**src/rtl/hs_pkg.sv**
```systemverilog
// Shared constants and types for the hs_elastic_fifo valid/ready elastic buffer.
// The constants here describe the default 4-entry build.
package hs_pkg;

  function automatic int clog2_f(input int value);
    int r;
    int v;
    r = 0;
    v = value - 1;
    while (v > 0) begin
      r = r + 1;
      v = v >> 1;
    end
    return r;
  endfunction

  localparam int HS_DEPTH = 4;
  localparam int PTR_W    = clog2_f(HS_DEPTH);
  localparam int CNT_W    = PTR_W + 1;

  typedef logic [CNT_W-1:0] hs_cnt_t;

endpackage

```
**src/rtl/hs_fifo_mem.sv**
```systemverilog
// Register-array storage for the elastic buffer: one synchronous write port
// and one asynchronous read port.
module hs_fifo_mem
  import hs_pkg::*;
#(
  parameter int DATA_W = 8,
  parameter int DEPTH  = 4,
  parameter int ADDR_W = clog2_f(DEPTH)
) (
  input  logic              clk,
  input  logic              i_we,
  input  logic [ADDR_W-1:0] i_waddr,
  input  logic [DATA_W-1:0] i_wdata,
  input  logic [ADDR_W-1:0] i_raddr,
  output logic [DATA_W-1:0] o_rdata
);

  logic [DATA_W-1:0] r_mem [DEPTH];

  // NOTE: the data array has no reset; validity is tracked by the occupancy count.
  always_ff @(posedge clk) begin
    if (i_we) r_mem[i_waddr] <= i_wdata;
  end

  assign o_rdata = r_mem[i_raddr];

endmodule

```
**src/rtl/hs_elastic_fifo.sv**
```systemverilog
// DEPTH-entry valid/ready elastic buffer with full throughput and a ready_o
// that never depends on ready_i. Optional macro: HS_FALLTHROUGH_EN (empty bypass).
module hs_elastic_fifo
  import hs_pkg::*;
#(
  parameter int DATA_W   = 8,
  parameter int DEPTH    = 4,
  parameter int AFULL_TH = 3
) (
  input  logic                     clk,
  input  logic                     rst,
  input  logic                     valid_i,
  output logic                     ready_o,
  input  logic [DATA_W-1:0]        din,
  output logic                     valid_o,
  input  logic                     ready_i,
  output logic [DATA_W-1:0]        dout,
  output logic [clog2_f(DEPTH):0]  count,
  output logic                     almost_full
);

  localparam int P_W = clog2_f(DEPTH);
  localparam int C_W = P_W + 1;
  localparam logic [C_W-1:0] FULL_CNT  = C_W'(DEPTH);
  localparam logic [C_W-1:0] AFULL_CNT = C_W'(AFULL_TH);

  logic [P_W-1:0]    r_wr_ptr;
  logic [P_W-1:0]    r_rd_ptr;
  logic [C_W-1:0]    r_count;
  logic              w_empty;
  logic              w_full;
  logic              w_bypass;
  logic              w_wr;
  logic              w_rd;
  logic [DATA_W-1:0] w_mem_rdata;

  assign w_empty = (r_count == '0);
  assign w_full  = (r_count == FULL_CNT);

`ifdef HS_FALLTHROUGH_EN
  assign w_bypass = w_empty & valid_i & ~rst;
`else
  assign w_bypass = 1'b0;
`endif

  assign ready_o = ~rst & ~w_full;
  // A bypassed beat that is taken downstream in the same cycle is never stored.
  assign w_wr    = valid_i & ready_o & ~(w_bypass & ready_i);
  assign w_rd    = ~w_empty & ready_i;

  assign valid_o     = ~w_empty | w_bypass;
  assign dout        = ~w_empty ? w_mem_rdata : (w_bypass ? din : '0);
  assign count       = r_count;
  assign almost_full = (r_count >= AFULL_CNT);

  hs_fifo_mem #(
    .DATA_W (DATA_W),
    .DEPTH  (DEPTH),
    .ADDR_W (P_W)
  ) u_mem (
    .clk     (clk),
    .i_we    (w_wr),
    .i_waddr (r_wr_ptr),
    .i_wdata (din),
    .i_raddr (r_rd_ptr),
    .o_rdata (w_mem_rdata)
  );

  // NOTE: sequential state uses non-blocking assignments so every register samples pre-edge values.
  always_ff @(posedge clk or posedge rst) begin
    if (rst) begin
      r_wr_ptr <= '0;
      r_rd_ptr <= '0;
      r_count  <= '0;
    end else begin
      if (w_wr) r_wr_ptr <= r_wr_ptr + P_W'(1);
      if (w_rd) r_rd_ptr <= r_rd_ptr + P_W'(1);
      case ({w_wr, w_rd})
        2'b10:   r_count <= r_count + C_W'(1);
        2'b01:   r_count <= r_count - C_W'(1);
        default: r_count <= r_count;
      endcase
    end
  end

endmodule

```
**config.mk**
```make
export PLATFORM = sky130hd
export DESIGN_NAME = hs_elastic_fifo
export DESIGN_NICKNAME = d
export VERILOG_FILES = /design/src/rtl/hs_pkg.sv /design/src/rtl/hs_fifo_mem.sv /design/src/rtl/hs_elastic_fifo.sv
export SDC_FILE = /design/constraint.sdc
export NUM_CORES = 1
export LEC_CHECK = 0
export ABC_AREA = 1
export ABC_CLOCK_PERIOD_IN_PS = 2600
export BUFFER_PORTS_ARGS = -buffer_cell sky130_fd_sc_hd__buf_2
export CAP_MARGIN = 20
export CELL_PAD_IN_SITES_DETAIL_PLACEMENT = 0
export CELL_PAD_IN_SITES_GLOBAL_PLACEMENT = 1
export CORE_ASPECT_RATIO = 2
export CORE_MARGIN = 10
export CORE_UTILIZATION = 30
export DETAILED_ROUTE_END_ITERATION = 6
export GPL_TIMING_DRIVEN = 0
export PLACE_DENSITY = 0.64
export SYNTH_ARGS = -nofsm -noshare
export SYNTH_HDL_FRONTEND = slang
export SYNTH_SLANG_ARGS = --single-unit
```
**constraint.sdc**
```tcl
create_clock -name clk -period 2.6 [get_ports clk]
set_clock_uncertainty 0.1 [all_clocks]
set_input_delay 0.13 -clock clk [delete_from_list [all_inputs] [get_ports clk]]
set_output_delay 0.13 -clock clk [all_outputs]
set_load 0.01 [all_outputs]
```
==> results by group, run 1 <==
Yosys
  • Syn Nets: 203
  • Avg Inst Size Synth: 10.0 um2
  • Post-synthesis adder-cell area fraction: approximately 4.5%
  • Warnings from Yosys: 0
  • Mux share of post-synthesis cell area: 0%
  • Seq cells post-synth: 39
  • Post-Synthesis Cells: between 150 and 200
  • XOR/XNOR share of the synthesized area: less than 1%
  • Cell Area, Synth: about 0.0018 mm2
  • Synth unique cells: 20
  • Post-synthesis compound-gate area fraction: 3.52%
  • Sequential area share after synthesis: ~60%
  • Simple logic cell fraction of the synthesized area: between 15 and 20%
  • Main combinational cell family by area after synthesis: simple AND/OR/NAND/NOR gates

Drt
  • Iter 0 DRT Violations: 47
  • Pre-Repair DR Iteration Count: 4
  • Via Count: roughly 1,200
  • Drt drc: 0
  • Routed WL: around 3800 um
  • Per-cell routed wire length: between 10 and 15 um
  • Antenna Violating Nets Remaining: 0
  • Vias per cell: approximately 4.3

CTS
  • TritonCTS clock tree: built
  • H-tree Lvls: 2
  • CTS sink cnt: 39
  • Clock buffer depth: 2
  • CTS Buf Count: 5
  • Clk slew on worst S/H paths: approximately 50 ps
  • Root buffer cell: clkbuf_16
  • Worst skew pair latency: 280 ps

Cells and area
  • Fin util: between 30% and 40%
  • Ant diodes: 0
  • Nets: about 240
  • Syn-to-layout area delta: 23.5%
  • Fraction of layout cells with a size suffix above 1: a little under a fifth

Floorplan
  • Die area: 0.00989 mm2
  • Core Area: between 0.006 and 0.007 mm2
  • Die H: approximately 130 um
  • Die Wd: approximately 76 um
  • Num rows: 40
  • Initial core utilization: between 30% and 40%
  • Ports: 26

Pwr
  • Peak supply drop: approximately 0.43 mV
  • LEAKAGE: around 1.1 nW
  • Pwr Density: roughly 1100 mW/mm2

Setup path
  • CP max stage cell: nor2_1
  • Critical path capture point type: flip-flop
  • Buf+Inv Stages, Crit Path: 3
  • Crit path cell chain: dlygate4sd3_1 > buf_2 > inv_1 > nand3_2 > nor2_1
  • Type of origin of the critical path: input pin
  • Crit Path Max Fanout: 10
  • Crit path kind: input pin to flip-flop
  • Max incr delay on CP: 730 ps
  • Req. time, crit path: between 2000 and 2500 ps
  • CP top delay family: buffers and inverters
  • Worst EP arrival: ~2000 ps

Run
  • Maxcap violations: 0

Timing
  • Minimum clock period: roughly 2200 ps
  • Max Slew Vio Count: 0
  • RSZ-0062 raised after global routing: no
  • Setup violators final: 0
  • Worst slew pin tran: approximately 900 ps
  • WHS: a little over 6 ps
  • Slew headroom: 40.6%
  • Final hold viol count: 0
  • TNS Setup: 0 ps
  • Crit share post-route: 86.3%
  • Highest Clock Rate: around 450 MHz

Global routing
  • Initial antenna violation count: 0
  • GRT overflow: 0
  • Vias in the first global route: approximately 1,300
  • Largest net degree at the start of global routing: 13
  • Global-route usage over all layers: roughly 8.9%
  • First-pass GRT wire length: between 6000 and 7000 um

Placement
  • Final GP Congestion: around 0.73
  • Dpl hpwl: ~2800 um
  • Port Buffers: 25

Min path
  • Worst hold path class: input pin to flip-flop

Status
  • Outcome: finished, final reports clean
-- final cells by class --
type	instances	area, um2
fill	603	3720
sequential	39	1140
multi-input combinational	93	485
timing repair buffer	34	215
inverter	49	186
clock buffer	5	125
tap	63	78.8
buffer	4	41.3
clock inverter	3	15.0
-- metal layers --
layer / GRT usage [%] / part of all wire [%] / vias to the layer above
met3: 2.64 / 4.2 / 5
met4: 5.28 / 2.2 / 0
met5: 0 / 0 / -
li1: - / - / 661
met1: 8.46 / 37 / 560
met2: 16.1 / 57 / 18
-- cell usage after synthesis --
cell type  instances  share of area [%]
clkbuf_4           1               0.41
nand2_1           44                8.9
xnor2_1            2               0.95
nand2_2            1               0.34
a31oi_1            1               0.34
nand3_1           19                5.1
fa_1               1                1.1
o21ai_0            2               0.54
nand3_2            2                1.1
buf_6              3                1.8
o21ai_1            1               0.27
inv_1             48                9.7
dfrtp_1            7                9.5
a21oi_1            7                1.9
nor2_1             4               0.81
edfxtp_1          32                 52
ha_1               5                3.4
a21oi_2            1               0.47
nand4_1            3                1.0
inv_4              1               0.34
-- cell usage in the layout, fill, tap and decap left out, types with 3 or more instances in the layout --
cell            n
clkbuf_16       5
dfrtp_1         7
buf_6           3
buf_2          25
nand2_1        44
nand3_1        19
clkinv_2        3
inv_1          48
nor2_1          4
edfxtp_1       32
dlygate4sd3_1   9
ha_1            5
a21oi_1         7
nand4_1         3
-- through the flow --
step | std cells | power (mW) | area, um2 | setup slack (ps)
final | 290 | 2.41 | 2280 | 357
after detailed placement | 273 | 1.88 | 2050 | 499
after global placement | 273 | 1.87 | 2050 | 499
after CTS | 290 | 2.46 | 2280 | 276
after global routing | 290 | 2.62 | 2280 | 150
after floorplan | 185 | 1.52 | 1850 | 670
-- where the power goes --
group,internal [mW],total (mW),switching (mW),leakage [nW]
sequential,0.789,0.841,0.0520,0.375
clock,0.349,0.566,0.218,0.0733
combinational,0.378,0.999,0.620,0.642
total,1.52,2.41,0.890,1.09
-- worst reg2reg max path, delay by kind of cell, from the launching register on --
family | cells | cell delay (ps)
flops | 1 | 370
simple gates | 3 | 1080
buf+inv | 1 | 110
-- cells by family after synthesis --
group                    Yosys count
adder cells (fa/ha/maj)            6
buffers and inverters             53
XOR/XNOR                           2
AO/OA/AOI/OAI                     12
AND/OR/NAND/NOR                   73
flip-flops                        39
-- flip-flops by register name, summed over array words and instances, names as in the netlist --
register and flops:
count 3, r_wr_ptr 2, r_rd_ptr 2, u_mem.r_mem 32
-- worst paths after layout --
path / from / to / slack (ps) / cells past startpoint
min: ready_i / r_rd_ptr[0] / 6 / 3
max in group asynchronous: rst / r_rd_ptr[0] / 1830 / 3
min in group asynchronous: rst / count[0] / 280 / 3
max: rst / u_mem.r_mem[2][6] / 360 / 5
max reg2reg: count[0] / u_mem.r_mem[2][6] / 570 / 4
min reg2reg: count[0] / count[0] / 380 / 1
-- timing repair --
action                     in CTS  in global routing
gates resized for setup         0                  0
buffers inserted                0                  0
hold endpoints to repair       39                  0
hold buffers                    9                  0
setup endpoints to repair       0                  0
Power figures use the tool's default switching activity.
==> inputs of run 2 (changes only) <==
PLACE_DENSITY = 0.65   (was 0.64)
SYNTH_HIERARCHICAL = 1   (was not set)
==> run 2 against run 1 <==
  * Power is 3.4% higher
  * Register-to-register slack about the same
  * Core utilization up 1.0 points
  * Global-route usage fell by 0.81 points
  * Clock power fell by 1%
  * Synthesized cell count grew 9.2%
  * Synthesized area is 2.1% higher
  * Sequential cell count stayed put
  * Final area grew 3.6%
==> results by group, run 2 <==
Setup path
  • Max incr delay on CP: 530 ps (was 730 ps)
  • Type of origin of the critical path: input pin (unchanged)
  • CP max stage cell: dlygate4sd3_1 (was nor2_1)
  • Req. time, crit path: 2480 ps (was 2400 ps)
  • Worst reg2reg path depth: 7 (was 4)
  • Crit path kind: input pin to flip-flop (unchanged)
  • Worst EP arrival: 2200 ps (was 2040 ps)
  • Crit path top cell by count: inv_1
  • RR Startpoint: count[0] (unchanged)
  • Worst R2R Setup Slack: 570 ps (about the same)
  • Critical path capture point type: flip-flop (unchanged)
  • Crit path cell chain: dlygate4sd3_1 > buf_2 > inv_1 > nand3_2 > inv_1 > inv_1 > nor3_1 > buf_2 (was dlygate4sd3_1 > buf_2 > inv_1 > nand3_2 > nor2_1)
  • Crit Path Max Fanout: 12 (was 10)
  • Critical R2R Capture: u_mem/r_mem[3][1] (was u_mem.r_mem[2][6])

Floorplan
  • Ports: 26 (unchanged)
  • Die area: 0.0101 mm2 (was 0.00989 mm2)
  • Core Area: 0.00606 mm2 (was 0.00601 mm2)
  • Die Wd: 76.1 um (was 75.5 um)
  • Initial core utilization: 31.2% (was 30.8%)
  • Num rows: 40 (unchanged)
  • Die H: 132 um (was 131 um)

Global routing
  • Largest net degree at the start of global routing: 13 (unchanged)
  • Global-route usage over all layers: 8.11% (was 8.92%)
  • GRT overflow: 0 (unchanged)
  • Vias in the first global route: 1,324 (was 1,322)
  • Initial antenna violation count: 0 (unchanged)
  • First-pass GRT wire length: 6380 um (was 6420 um)

Cells and area
  • Nets: 261 (was 244)
  • Biggest register: u_mem/r_mem (was u_mem.r_mem)
  • Most frequent cells in the layout: inv_1, nand2_1, edfxtp_1 (unchanged)
  • Final Non-Filler Cells: 332 (was 290)
  • Ant diodes: 0 (unchanged)
  • Area of the multi-input gates: 493 um2 (was 485 um2)
  • Fraction of layout cells with a size suffix above 1: 18.5% (about the same)
  • Most common cell after layout, fill and taps aside: inv_1 (unchanged)
  • Syn-to-layout area delta: 25.2% (was 23.5%)
  • Filler cell count: 632 (was 603)
  • Max FFs per register: 32 (unchanged)
  • Register Area: 0.00114 mm2 (unchanged)

Timing
  • Max Slew Vio Count: 0 (unchanged)
  • Highest Clock Rate: 430 MHz (was 446 MHz)
  • Slew headroom: 58.7% (was 40.6%)
  • Minimum clock period: 2330 ps (was 2240 ps)
  • Final hold viol count: 0 (unchanged)
  • TNS Setup: 0 ps (unchanged)
  • Setup violators final: 0 (unchanged)
  • Crit share post-route: 89.5% (was 86.3%)
  • Worst slew pin tran: 615 ps (was 887 ps)
  • RSZ-0062 raised after global routing: no (unchanged)

Drt
  • Vias per cell: 3.97 (was 4.29)
  • Iter 0 DRT Violations: 61 (was 47)
  • Antenna Violating Nets Remaining: 0 (unchanged)
  • Pre-Repair DR Iteration Count: 4 (unchanged)
  • Routed WL: 3940 um (was 3790 um)
  • Per-cell routed wire length: 11.9 um (was 13.1 um)
  • Via Count: 1,318 (was 1,244)
  • Drt drc: 0 (unchanged)

Placement
  • Post-Place Cells: 315 (was 273)
  • Final GP Congestion: 0.708 (was 0.734)
  • Port Buffers: 25 (unchanged)
  • Dpl hpwl: 3030 um (was 2810 um)

Run
  • Maxcap violations: 0 (unchanged)

Yosys
  • Seq cells post-synth: 39 (unchanged)
  • Sequential area share after synthesis: 60.2% (was 61.4%)
  • Top-count cell post-synth: inv_1 (unchanged)
  • Yosys top cell by area: edfxtp_1 (unchanged)
  • Post-Synthesis Cells: 202 (was 185)
  • Warnings from Yosys: 6 (was 0)
  • Yosys top cell area share: 50.9% (was 52.0%)
  • Syn Nets: 216 (was 203)
  • Synth top area cells: edfxtp_1, inv_1, nand2_1, dfrtp_1, nand3_1 (was edfxtp_1, inv_1, dfrtp_1, nand2_1, nand3_1)
  • Post-synth top cells: inv_1, nand2_1, edfxtp_1, nand3_1, nor2_1 (was inv_1, nand2_1, edfxtp_1, nand3_1)
  • EDFF count, synth: 32 (unchanged)
  • Avg Inst Size Synth: 9.35 um2 (was 10.0 um2)
  • Async SR Flop Fraction: 17.9% (unchanged)
  • Cell Area, Synth: 0.00189 mm2 (was 0.00185 mm2)
  • Synth unique cells: 22 (was 20)
  • Top FF cell, synth: edfxtp_1 (unchanged)

CTS
  • Clock buffer depth: 2 (unchanged)
  • TritonCTS clock tree: built (unchanged)
  • CTS Buf Count: 5 (unchanged)
  • Root buffer cell: clkbuf_16 (unchanged)
  • CTS sink cnt: 39 (unchanged)
  • H-tree Lvls: 2 (unchanged)
  • Clk slew on worst S/H paths: 50 ps (about the same)
  • Worst skew pair latency: 280 ps (about the same)

Status
  • Outcome: finished, final reports clean (unchanged)

Pwr
  • Seq pwr share: 35.2% (was 34.9%)
  • LEAKAGE: 1.19 nW (was 1.09 nW)
  • Sw frac: 37.9% (was 37.0%)
  • P_int: 1.55 mW (was 1.52 mW)
  • Pwr Density: 1050 mW/mm2 (about the same)
  • Combinational share of power: 42.3% (was 41.5%)
  • P_sw: 942 uW (was 890 uW)
  • Peak supply drop: 0.696 mV (was 0.431 mV)
  • Clk pwr share: 22.5% (was 23.5%)

Min path
  • Worst hold endpoint: r_rd_ptr[0] (unchanged)
  • Hold path depth: 3 (unchanged)
  • Worst hold path class: input pin to flip-flop (unchanged)
  • Hold Startpoint: ready_i (unchanged)
## run 2: cell types whose count changed after synthesis, sizes merged
cell,previous run,this run
a21oi,8,0
ha,5,1
nand3,21,19
nor2,4,9
a31oi,1,0
nor3,0,4
inv,49,59
clkbuf,1,0
nand2,45,57
nand3b,0,1
buf,3,4
## run 2: power groups by stage
stage	Combinational, mW	Clock [mW]	Sequential (mW)
after detailed placement	1.07	0	0.886
final	1.05	0.560	0.875
after floorplan	0.706	0	0.883
after global placement	1.06	0	0.886
after CTS	1.09	0.577	0.875
after global routing	1.21	0.594	0.892
## run 2: final cells by class
class,instances,area share [%]
tap,84,4.44
buffer,4,1.48
inverter,59,9.47
clock buffer,8,5.77
timing repair buffer,38,9.95
sequential,39,48.0
multi-input combinational,100,20.8
## run 2: metal layers
layer  vias up  track usage, %  part of all wire [%]
li1        701               -                     -
met5         -               0                     0
met4         0            6.13                   3.4
met3        10            1.57                   3.4
met1       578            7.29                    37
met2        29            15.2                    56
## run 2: timing repair
item	CTS	global route
gates resized for setup	0	0
hold buffers	9	0
hold endpoints to repair	39	0
setup buffers	0	0
## run 2: cells by family (layout without fill, tap and decap cells)
group,Yosys count,count (layout),share of synthesized area (%)
xor gates and xnor gates,2,2,0.928
adders and majority gates,2,2,1.72
AOI/OAI and AO/OA,3,3,0.994
buffers and inverters,63,109,13.7
DFF,39,39,60.2
and+or+nand+nor,93,93,22.5
## run 2: how the worst max path moves through the flow
stage,start,to,slack [ps],cells past startpoint
floorplan,count[0],u_mem/r_mem[0][0],700,6
global placement,rst,u_mem/r_mem[0][2],130,6
detailed placement,rst,u_mem/r_mem[2][2],490,7
CTS,rst,u_mem/r_mem[3][1],200,8
global route,rst,u_mem/r_mem[3][1],70,8
finish,rst,u_mem/r_mem[3][1],270,8
## run 2: metrics by stage
stage          power [mW]  hold WS (ps)  util, %  setup slack [ps]  cell area (um2)
2_1_floorplan        1.59          -118        -               704             1890
3_3_place_gp         1.94          54.1     35.0               131             2120
3_5_place_dp         1.96          51.0     35.3               486             2140
4_1_cts              2.54          42.1     39.0               196             2360
5_1_grt              2.69          65.0     39.0              69.0             2360
6_report             2.49          50.7     39.0               272             2360
## run 2: worst max-delay path: cells and delay by family
kind | cells | cell delay [ps]
simple gates | 2 | 650
buf+inv | 6 | 1420
==> inputs of run 3 (changes only) <==
GPL_TIMING_DRIVEN = not set   (was 0)
==> run 3 against run 2 <==
  * Maximum frequency increased by 23%
  * Final cell count down 0.60%
  * Non-clock buffer count decreased by 2
  * Final area rose by 1.2%
  * Global-route usage decreased by 0.75 points
  * Sequential power grew 4.0%
  * Wire length is 11% lower
  * Largest cell class unchanged
  * Largest power group unchanged
==> results by group, run 3 (synthesis results as in run 2) <==
Run
  • Maxcap violations: 0 (unchanged)

Drt
  • Vias per cell: 3.84 (was 3.97)
  • Via Count: 1,268 (was 1,318)
  • Routed WL: 3510 um (was 3940 um)
  • Drt drc: 0 (unchanged)
  • Antenna Violating Nets Remaining: 0 (unchanged)
  • Iter 0 DRT Violations: 31 (was 61)
  • Per-cell routed wire length: 10.6 um (was 11.9 um)
  • Pre-Repair DR Iteration Count: 4 (unchanged)

CTS
  • CTS sink cnt: 39 (unchanged)
  • Worst skew pair latency: 270 ps (was 280 ps)
  • Postcts setup bufs: 0 (unchanged)
  • Clock buffer depth: 2 (unchanged)
  • Clk slew on worst S/H paths: 50 ps (about the same)
  • CTS Buf Count: 5 (unchanged)
  • H-tree Lvls: 2 (unchanged)
  • CTS resizes: 0 (unchanged)
  • TritonCTS clock tree: built (unchanged)
  • Root buffer cell: clkbuf_16 (unchanged)

Cells and area
  • Max FFs per register: 32 (unchanged)
  • Syn-to-layout area delta: 26.7% (was 25.2%)
  • Area of the multi-input gates: 493 um2 (unchanged)
  • Filler cell count: 618 (was 632)
  • Fraction of layout cells with a size suffix above 1: 19.1% (was 18.5%)
  • Fin util: 39.5% (was 39.0%)
  • Nets: 259 (was 261)
  • Biggest register: u_mem/r_mem (unchanged)
  • Most frequent cells in the layout: inv_1, nand2_1, edfxtp_1 (unchanged)
  • Most common cell after layout, fill and taps aside: inv_1 (unchanged)
  • Ant diodes: 0 (unchanged)
  • Register Area: 0.00114 mm2 (unchanged)

Pwr
  • Peak supply drop: 0.599 mV (was 0.696 mV)
  • Pwr Density: 1060 mW/mm2 (was 1050 mW/mm2)
  • LEAKAGE: 1.20 nW (was 1.19 nW)

Floorplan
  • Die H: 132 um (unchanged)
  • Initial core utilization: 31.2% (unchanged)
  • Die Wd: 76.1 um (unchanged)
  • Core Area: 0.00606 mm2 (unchanged)
  • Num rows: 40 (unchanged)
  • Die area: 0.0101 mm2 (unchanged)
  • Ports: 26 (unchanged)

Timing
  • Worst slew pin tran: 399 ps (was 615 ps)
  • Slew headroom: 73.4% (was 58.7%)
  • Crit share post-route: 72.6% (was 89.5%)
  • Final hold viol count: 0 (unchanged)
  • Setup violators final: 0 (unchanged)
  • Minimum clock period: 1890 ps (was 2330 ps)
  • TNS Setup: 0 ps (unchanged)
  • Highest Clock Rate: 530 MHz (was 430 MHz)
  • Max Slew Vio Count: 0 (unchanged)
  • RSZ-0062 raised after global routing: no (unchanged)

Global routing
  • Global-route usage over all layers: 7.37% (was 8.11%)
  • Largest net degree at the start of global routing: 17 (was 13)
  • Initial antenna violation count: 0 (unchanged)
  • GRT overflow: 0 (unchanged)
  • First-pass GRT wire length: 5980 um (was 6380 um)
  • Vias in the first global route: 1,281 (was 1,324)

Setup path
  • Req. time, crit path: 2690 ps (was 2480 ps)
  • Max incr delay on CP: 530 ps (about the same)
  • Crit path top cell by count: inv_1 (unchanged)
  • Worst EP arrival: 1980 ps (was 2200 ps)
  • Worst reg2reg path depth: 10 (was 7)
  • Buf+Inv Stages, Crit Path: 5 (was 6)
  • CP max stage cell: dlygate4sd3_1 (unchanged)
  • Critical R2R Capture: count[2] (was u_mem/r_mem[3][1])
  • Crit Path Max Fanout: 12 (unchanged)
  • Worst R2R Setup Slack: 720 ps (was 570 ps)
  • RR Startpoint: count[0] (unchanged)
  • CP top delay family: buffers and inverters (unchanged)
  • Crit path kind: input pin to flip-flop (unchanged)
  • Crit path cell chain: dlygate4sd3_1 > buf_2 > inv_1 > buf_4 > nand3_2 > ha_1 > inv_1 > fa_1 > o21ai_0 (was dlygate4sd3_1 > buf_2 > inv_1 > nand3_2 > inv_1 > inv_1 > nor3_1 > buf_2)
  • Type of origin of the critical path: input pin (unchanged)
  • Critical path capture point type: flip-flop (unchanged)

Min path
  • Hold path depth: 3 (unchanged)
  • Worst hold path class: input pin to flip-flop (unchanged)
  • Worst hold endpoint: r_rd_ptr[1] (was r_rd_ptr[0])
  • Hold Startpoint: ready_i (unchanged)

Status
  • Outcome: finished, final reports clean (unchanged)

Placement
  • Final GP Congestion: 0.693 (was 0.708)
  • Dpl hpwl: 2840 um (was 3030 um)
  • Port Buffers: 25 (unchanged)
## run 3: changes by cell type in the layout (fill, tap and decap cells not counted), sizes merged
| cell | previous run | this run |
|---|---|---|
| buf | 33 | 31 |
| bufinv | 0 | 1 |
| clkbuf | 8 | 6 |
| clkinv | 0 | 1 |
## run 3: power by group
part / internal (mW) / total (mW) / switching [mW] / leakage, nW
sequential: 0.788 / 0.910 / 0.122 / 0.375
clock: 0.476 / 0.680 / 0.205 / 0.0868
combinational: 0.370 / 0.941 / 0.571 / 0.735
total: 1.63 / 2.53 / 0.898 / 1.20
## run 3: worst max-delay path by stage
| stage | startpoint | end | slack, ps | depth (start not counted) |
|---|---|---|---|---|
| after global routing | count[0] | count[2] | 580 | 10 |
| after global placement | count[0] | count[2] | 710 | 10 |
| final | rst | count[1] | 710 | 9 |
| after floorplan | count[0] | u_mem/r_mem[0][0] | 700 | 6 |
| after detailed placement | count[0] | count[2] | 700 | 10 |
| after CTS | count[0] | count[2] | 690 | 10 |
## run 3: cell type report
class	count	area share (%)
clock buffers	6	5.81
clock inverters	2	1.46
inverters	59	9.36
multi-input cells	100	20.6
flip-flops and latches	39	47.5
well taps	84	4.39
repair buffers	40	10.9
## run 3: timing repair
item / 4_1_cts / 5_1_grt
hold buffers: 9 / 0
endpoints found under the setup margin: 0 / 0
hold endpoints to repair: 39 / 0
## run 3: worst register-to-register path: stages, from the launching register on
cell and delay, ps:
dfrtp_1 430, nor2_4 190, nand2_4 90, nand3_2 80, ha_1 180, inv_1 70, fa_1 370, nand2_1 100
nand3_1 80, nand2_1 60, nand2_1 40
## run 3: stage by stage
stage / instances / hold WS, ps / area, um2 / power [mW] / setup WS [ps]
floorplan: 202 / -118 / 1890 / 1.59 / 704
global placement: 313 / 18.5 / 2130 / 1.89 / 712
detailed placement: 313 / 17.4 / 2130 / 1.89 / 698
CTS: 330 / 42.6 / 2390 / 2.59 / 691
global route: 330 / 55.7 / 2390 / 2.75 / 579
finish: 330 / 45.6 / 2390 / 2.53 / 713
## run 3: routing by layer
layer  vias to the layer above  part of all wire, %  track usage, %
li1                        697                    -               -
met3                         5                  2.3            1.23
met4                         0                  2.3            4.68
met5                         -                    0               0
met2                        25                   55            13.8
met1                       541                   40            7.09
